### src/rtl/oam_dma_pkg.sv
// -----------------------------------------------------------------------------
// oam_dma_pkg
//   Shared CPU-bus definitions for the sprite DMA engine: bus direction
//   encodings, the trigger/destination register addresses, the transfer
//   length and the DMA state encodings.
// -----------------------------------------------------------------------------
package oam_dma_pkg;

  // Bus direction as seen on o_rw / i_cpu_rw
  localparam logic RW_READ  = 1'b1;
  localparam logic RW_WRITE = 1'b0;

  // Register addresses on the CPU bus
  localparam logic [15:0] DEF_DMA_TRIGGER_ADDRESS = 16'h4014;
  localparam logic [15:0] DEF_OAM_DATA_ADDRESS    = 16'h2004;

  // Bytes per transfer; the index counter is one bit wider than a page offset
  localparam int          DEF_TRANSFER_LENGTH     = 256;
  localparam int          IDX_W                   = 9;

  // DMA state encodings
  localparam logic [2:0] ST_IDLE  = 3'd0;
  localparam logic [2:0] ST_HALT  = 3'd1;
  localparam logic [2:0] ST_ALIGN = 3'd2;
  localparam logic [2:0] ST_READ  = 3'd3;
  localparam logic [2:0] ST_WRITE = 3'd4;

  // Source address for a given page and byte index. Only the low eight index
  // bits form the offset, so a transfer never carries into the page byte.
  function automatic logic [15:0] src_addr(input logic [7:0]       page,
                                           input logic [IDX_W-1:0] idx);
    return {page, idx[7:0]};
  endfunction

endpackage

### src/rtl/oam_dma.sv
// -----------------------------------------------------------------------------
// oam_dma
//   Sprite DMA engine placed between the 6502 core and the system bus.
//   While idle the core's bus signals pass straight through. A core write to
//   the trigger address latches the written byte as a source page, stalls the
//   core through o_cpu_rdy and copies TRANSFER_LENGTH bytes from page $XX00
//   to the OAM data port, one read cycle followed by one write cycle per byte.
//   A dummy read (HALT), plus one more (ALIGN) when the bus parity is odd,
//   precedes the copy so reads always land on even cycles.
//
//   All state changes on the falling edge of i_clk, like the CPU core.
//
// Ports
//   i_clk           system clock (state on falling edge)
//   i_reset_n       asynchronous active-low reset
//   i_cpu_rw        core read/write, 1 = read, 0 = write
//   i_cpu_address   core address
//   i_cpu_data      core write data
//   o_cpu_rdy       1 = core may run, 0 = core must hold
//   o_rw            bus read/write
//   o_address       bus address
//   o_data          bus write data
//   i_data          bus read data (also feeds the core)
//   o_dma_active    1 whenever the engine is not idle
//   o_debug_state   current state encoding
//   o_debug_count   {7'b0, index}
// -----------------------------------------------------------------------------
module oam_dma
  import oam_dma_pkg::*;
#(
  parameter logic [15:0] DMA_TRIGGER_ADDRESS = DEF_DMA_TRIGGER_ADDRESS,
  parameter logic [15:0] OAM_DATA_ADDRESS    = DEF_OAM_DATA_ADDRESS,
  parameter int          TRANSFER_LENGTH     = DEF_TRANSFER_LENGTH
) (
  input  logic        i_clk,
  input  logic        i_reset_n,
  input  logic        i_cpu_rw,
  input  logic [15:0] i_cpu_address,
  input  logic [7:0]  i_cpu_data,
  output logic        o_cpu_rdy,
  output logic        o_rw,
  output logic [15:0] o_address,
  output logic [7:0]  o_data,
  input  logic [7:0]  i_data,
  output logic        o_dma_active,
  output logic [7:0]  o_debug_state,
  output logic [15:0] o_debug_count
);

  localparam logic [IDX_W-1:0] LAST_IDX = IDX_W'(TRANSFER_LENGTH - 1);

  logic [2:0]       state_q,  state_d;
  logic             rdy_q,    rdy_d;
  logic [IDX_W-1:0] index_q,  index_d;
  logic [7:0]       buffer_q, buffer_d;
  logic [7:0]       page_q,   page_d;
  logic             parity_q, parity_d;

  logic trigger;

  // Only a core write to the trigger address while idle starts a transfer;
  // the core is stalled otherwise and does not own the bus.
  assign trigger = (i_cpu_rw == RW_WRITE) && (i_cpu_address == DMA_TRIGGER_ADDRESS);

  // Free-running cycle parity, even = 0
  assign parity_d = ~parity_q;

  // ---------------------------------------------------------------------------
  // Next-state logic
  // ---------------------------------------------------------------------------
  always_comb begin
    state_d  = state_q;
    rdy_d    = rdy_q;
    index_d  = index_q;
    buffer_d = buffer_q;
    page_d   = page_q;
    unique case (state_q)
      ST_IDLE: begin
        if (trigger) begin
          page_d  = i_cpu_data;
          state_d = ST_HALT;
          rdy_d   = 1'b0;
        end
      end
      ST_HALT: begin
        // Parity as it stands after this edge picks whether an extra
        // alignment cycle is needed before the first read.
        state_d = (parity_d == 1'b0) ? ST_READ : ST_ALIGN;
      end
      ST_ALIGN: begin
        state_d = ST_READ;
      end
      ST_READ: begin
        buffer_d = i_data;
        state_d  = ST_WRITE;
      end
      ST_WRITE: begin
        if (index_q == LAST_IDX) begin
          index_d = '0;
          state_d = ST_IDLE;
          // Released on the edge leaving WRITE so the core's next cycle runs
          rdy_d   = 1'b1;
        end else begin
          index_d = index_q + IDX_W'(1);
          state_d = ST_READ;
        end
      end
      default: begin
        state_d = ST_IDLE;
        rdy_d   = 1'b1;
        index_d = '0;
      end
    endcase
  end

  // ---------------------------------------------------------------------------
  // State registers, falling edge
  // ---------------------------------------------------------------------------
  always_ff @(negedge i_clk or negedge i_reset_n) begin
    if (!i_reset_n) begin
      state_q  <= ST_IDLE;
      rdy_q    <= 1'b1;
      index_q  <= '0;
      buffer_q <= '0;
      page_q   <= '0;
      parity_q <= 1'b0;
    end else begin
      state_q  <= state_d;
      rdy_q    <= rdy_d;
      index_q  <= index_d;
      buffer_q <= buffer_d;
      page_q   <= page_d;
      parity_q <= parity_d;
    end
  end

  // ---------------------------------------------------------------------------
  // Bus mux
  // ---------------------------------------------------------------------------
  always_comb begin
    o_rw      = RW_READ;
    o_address = i_cpu_address;
    o_data    = buffer_q;
    unique case (state_q)
      ST_IDLE: begin
        o_rw      = i_cpu_rw;
        o_address = i_cpu_address;
        o_data    = i_cpu_data;
      end
      ST_HALT, ST_ALIGN: begin
        // Dummy read of whatever the stalled core is presenting
        o_rw      = RW_READ;
        o_address = i_cpu_address;
      end
      ST_READ: begin
        o_rw      = RW_READ;
        o_address = src_addr(page_q, index_q);
      end
      ST_WRITE: begin
        o_rw      = RW_WRITE;
        o_address = OAM_DATA_ADDRESS;
      end
      default: begin
        o_rw      = i_cpu_rw;
        o_address = i_cpu_address;
        o_data    = i_cpu_data;
      end
    endcase
  end

  assign o_cpu_rdy     = rdy_q;
  assign o_dma_active  = (state_q != ST_IDLE);
  assign o_debug_state = {5'b0, state_q};
  assign o_debug_count = {7'b0, index_q};

endmodule

### config.mk
export PLATFORM = sky130hd
export DESIGN_NAME = oam_dma
export DESIGN_NICKNAME = d
export VERILOG_FILES = /design/src/rtl/oam_dma_pkg.sv /design/src/rtl/oam_dma.sv
export SDC_FILE = /design/constraint.sdc
export NUM_CORES = 1
export LEC_CHECK = 0
export BUFFER_PORTS_ARGS = -buffer_cell sky130_fd_sc_hd__buf_4
export CAP_MARGIN = 20
export CELL_PAD_IN_SITES_DETAIL_PLACEMENT = 1
export CELL_PAD_IN_SITES_GLOBAL_PLACEMENT = 2
export CORE_MARGIN = 2
export CORE_UTILIZATION = 26
export DETAILED_ROUTE_END_ITERATION = 7
export HOLD_SLACK_MARGIN = 0.05
export PLACE_DENSITY = 0.89
export SETUP_SLACK_MARGIN = 0.1
export SYNTH_ARGS = -nofsm -noshare
export SYNTH_HDL_FRONTEND = slang
export SYNTH_SLANG_ARGS = --single-unit
### constraint.sdc
create_clock -name i_clk -period 2.33 [get_ports i_clk]
set_clock_uncertainty 0.1 [all_clocks]
set_input_delay 0.1165 -clock i_clk [delete_from_list [all_inputs] [get_ports i_clk]]
set_output_delay 0.1165 -clock i_clk [all_outputs]
set_load 0.05 [all_outputs]
==> impl_metrics.py <==
metrics = {
    "run_status": {
        "status": "finished, violations left",
        "violations": "setup timing",
    },
    "global_routing": {
        "grt_overflow": 0,
        "grt.total_usage": 0.191,
        "grt_max_degree": 31,
        "grt_pass1_vias": 1964,
        "antenna_found_initial": 0,
        "grt_pass1_wl_um": 10800,
    },
    "floorplanning": {
        "core_sq_um": 6350,
        "ios": 86,
        "dieArea_sq_um": 7240,
        "rows": 29,
        "fp.dieW_um": 85.1,
        "initial_core_util": 0.269,
        "die_h_um": 85.1,
    },
    "cells_and_area": {
        "final_common_cell": "buf_4",
        "drive_above_1_share": 0.632,
        "n_antenna_cell": 0,
        "final_cell_mix": "buf_4, buf_6, nand2_1",
        "area_growth_syn_to_layout_pct": 96.3,
        "fillCellCount": 685,
        "utilization": 0.528,
        "fin_nets": 341,
    },
    "placement": {
        "preCtsSetupSlack_ns": -0.635,
        "place_hpwl_um": 4660,
        "gp_congestion": 0.869,
        "numPortBuffers": 73,
    },
    "sta": {
        "setup_tns_ns": -23.37,
        "hold_violations": 0,
        "postLayoutSetupSlackWorst_ns": -0.818,
        "drv_slew": 0,
        "rsz0062_at_grt": "true",
        "setup_viol": 44,
    },
    "clock_tree": {
        "clk_latency_ns": 0.29,
        "cts_sinks": 30,
        "hold_buffers": 0,
        "cts_root_buffer": "clkbuf_8",
        "cts_buffers": 5,
        "ctsLongestPathBuffers": 2,
        "clk_pin_slew_worst_paths_ns": 0.04,
        "htree_levels": 2,
        "cts_tree": "yes",
    },
    "synth": {
        "synth_area_per_cell_sq_um": 9.88,
        "ys_types": 39,
        "ys_ff_latch": 30,
        "ys_seq_area_frac": 0.440,
        "yosys.area_share.xor_xnor": 0.0146,
        "synthFlopType": "dfrtn_1",
        "ys_warn_count": 0,
        "syn_inst": 173,
        "synth_compound_area_frac": 0.165,
        "synth_top_family_by_area": "compound AO/OA/AOI/OAI gates",
        "synthesis.area_sq_um": 1710,
        "synth_simple_gate_area_frac": 0.162,
        "synthAdderAreaFrac": 0.0132,
        "synth_edf_count": 0,
        "muxShareOfSynthArea": 0.117,
        "async_reset_ff_frac": 1.00,
    },
    "drt": {
        "drc": 0,
        "wl_um": 6970,
        "post_drt_wl_per_cell_um": 18.3,
        "dr.pass1.iters": 4,
        "first_iter_violations": 127,
        "ant_nets": 0,
        "via_per_inst": 4.94,
        "vias": 1881,
    },
    "setup_path": {
        "max_stage_delay_ns": 0.54,
        "reg2regPathDepth": 5,
        "r2r_start": "index_q[0]",
        "cp_data_arrival_time_ns": 2.93,
        "cp-end-kind": "primary output",
        "worstPathRequired_ns": 2.11,
        "r2r_end": "state_q[0]",
        "start_kind": "flip-flop",
        "cp_cell_sequence": "nor2_4, xnor2_4, buf_12, mux2_4, buf_6",
        "crit_family": "flip-flops",
        "path_buf_inv": 2,
        "rrSetupSlack_ns": 0.16,
        "cpMaxStageDelayCell": "dfrtn_1",
        "crit_type": "reg2out",
        "path_max_fanout": 6,
    },
    "power_and_ir_drop": {
        "p_sw_frac": 0.482,
        "p_leak_nw": 1.72,
        "powerDensity_nw_per_um2": 1420,
        "power.share.clock": 0.082,
        "p_switching_mw": 2.29,
        "internal_power_mw": 2.47,
        "p_seq_frac": 0.157,
        "combPwrFrac": 0.761,
        "ir_drop_uv": 997,
    },
    "worst_hold_path": {
        "hold_path_class": "reg2reg",
        "hold_start": "parity_q",
        "hold_end": "parity_q",
        "hold_path_depth": 1,
    },
    "job": {
        "max_cap_violations": 0,
    },
}
logic make-up after synthesis:
logic type      Yosys count
simple gates             56
compound gates           38
flops                    30
buf+inv                  26
mux                      18
fa+ha+maj                 2
xor+xnor                  2
other cells               1
layout make-up:
type | count | area (sq um) | area share
flip-flops and latches | 30 | 752 | 0.224
repair buffers | 134 | 1260 | 0.375
clock buffers | 5 | 68.8 | 0.0205
multi-input cells | 128 | 1150 | 0.343
clock inverters | 2 | 7.51 | 0.00224
inverters | 5 | 18.8 | 0.00559
well taps | 77 | 96.3 | 0.0287
repair_timing:
item | CTS | global route
pin swaps | 9 | 5
gates resized for setup | 60 | 22
setup buffers | 14 | 6
endpoints found under the setup margin | 49 | 50
how the worst max path moves through the flow:
stage / startpoint / end / depth (start not counted)
6_report: state_q[1] / o_data[4] / 5
5_1_grt: state_q[0] / o_data[4] / 5
4_1_cts: state_q[2] / o_address[7] / 6
3_5_place_dp: state_q[0] / o_address[8] / 5
3_3_place_gp: state_q[0] / o_address[7] / 5
2_1_floorplan: state_q[1] / o_data[0] / 4
power by group through the flow:
stage / Clock (mW) / Sequential (mW) / Combinational [mW]
final: 0.391 / 0.747 / 3.63
after detailed placement: 0.00537 / 0.745 / 2.90
after global routing: 0.424 / 0.762 / 3.79
after floorplan: 0.00537 / 0.855 / 1.98
after global placement: 0.00537 / 0.736 / 2.86
after CTS: 0.408 / 0.742 / 3.38
registers in the layout, indices dropped and copies added (netlist names):
register,cells
index_q,9
page_q,8
o_cpu_rdy,1
buffer_q,8
parity_q,1
state_q,3
metal layers:
metal | global-route usage | part of all wire | up-vias | wire length (um)
li1 | - | - | 851 | -
met1 | 0.238 | 0.40 | 937 | 2790
met2 | 0.323 | 0.51 | 76 | 3520
met3 | 0.0506 | 0.070 | 17 | 487
met4 | 0.0620 | 0.024 | 0 | 167
met5 | 0 | 0 | - | 0
synth_stat cells, drive strengths merged (3+ instances only):
cell type	count	area, sq um
nand2	34	128
dfrtn	29	726
buf	17	114
mux2	16	180
a22o	15	131
o21ai	7	35.0
inv	6	22.5
a21oi	4	20.0
and3	3	18.8
clkbuf	3	11.3
nand3	3	15.0
nor2	3	11.3
nor4	3	18.8
worst register-to-register path: stages, from the launching register on:
cell	delay, ns
dfrtn_1	0.50
buf_4	0.17
ha_2	0.22
nand4_1	0.26
o31a_1	0.48
a211o_1	0.27
metrics by stage:
| step | instances | power (mW) | cell area, sq um | hold slack (ns) |
|---|---|---|---|---|
| after global routing | 381 | 4.97 | 3360 | 0.216 |
| after floorplan | 184 | 2.84 | 2030 | 0.193 |
| after CTS | 377 | 4.53 | 3250 | 0.208 |
| final | 381 | 4.76 | 3360 | 0.206 |
| after detailed placement | 357 | 3.65 | 2830 | 0.207 |
| after global placement | 357 | 3.60 | 2830 | 0.203 |
Note: power is estimated with default switching activity, not from simulation.
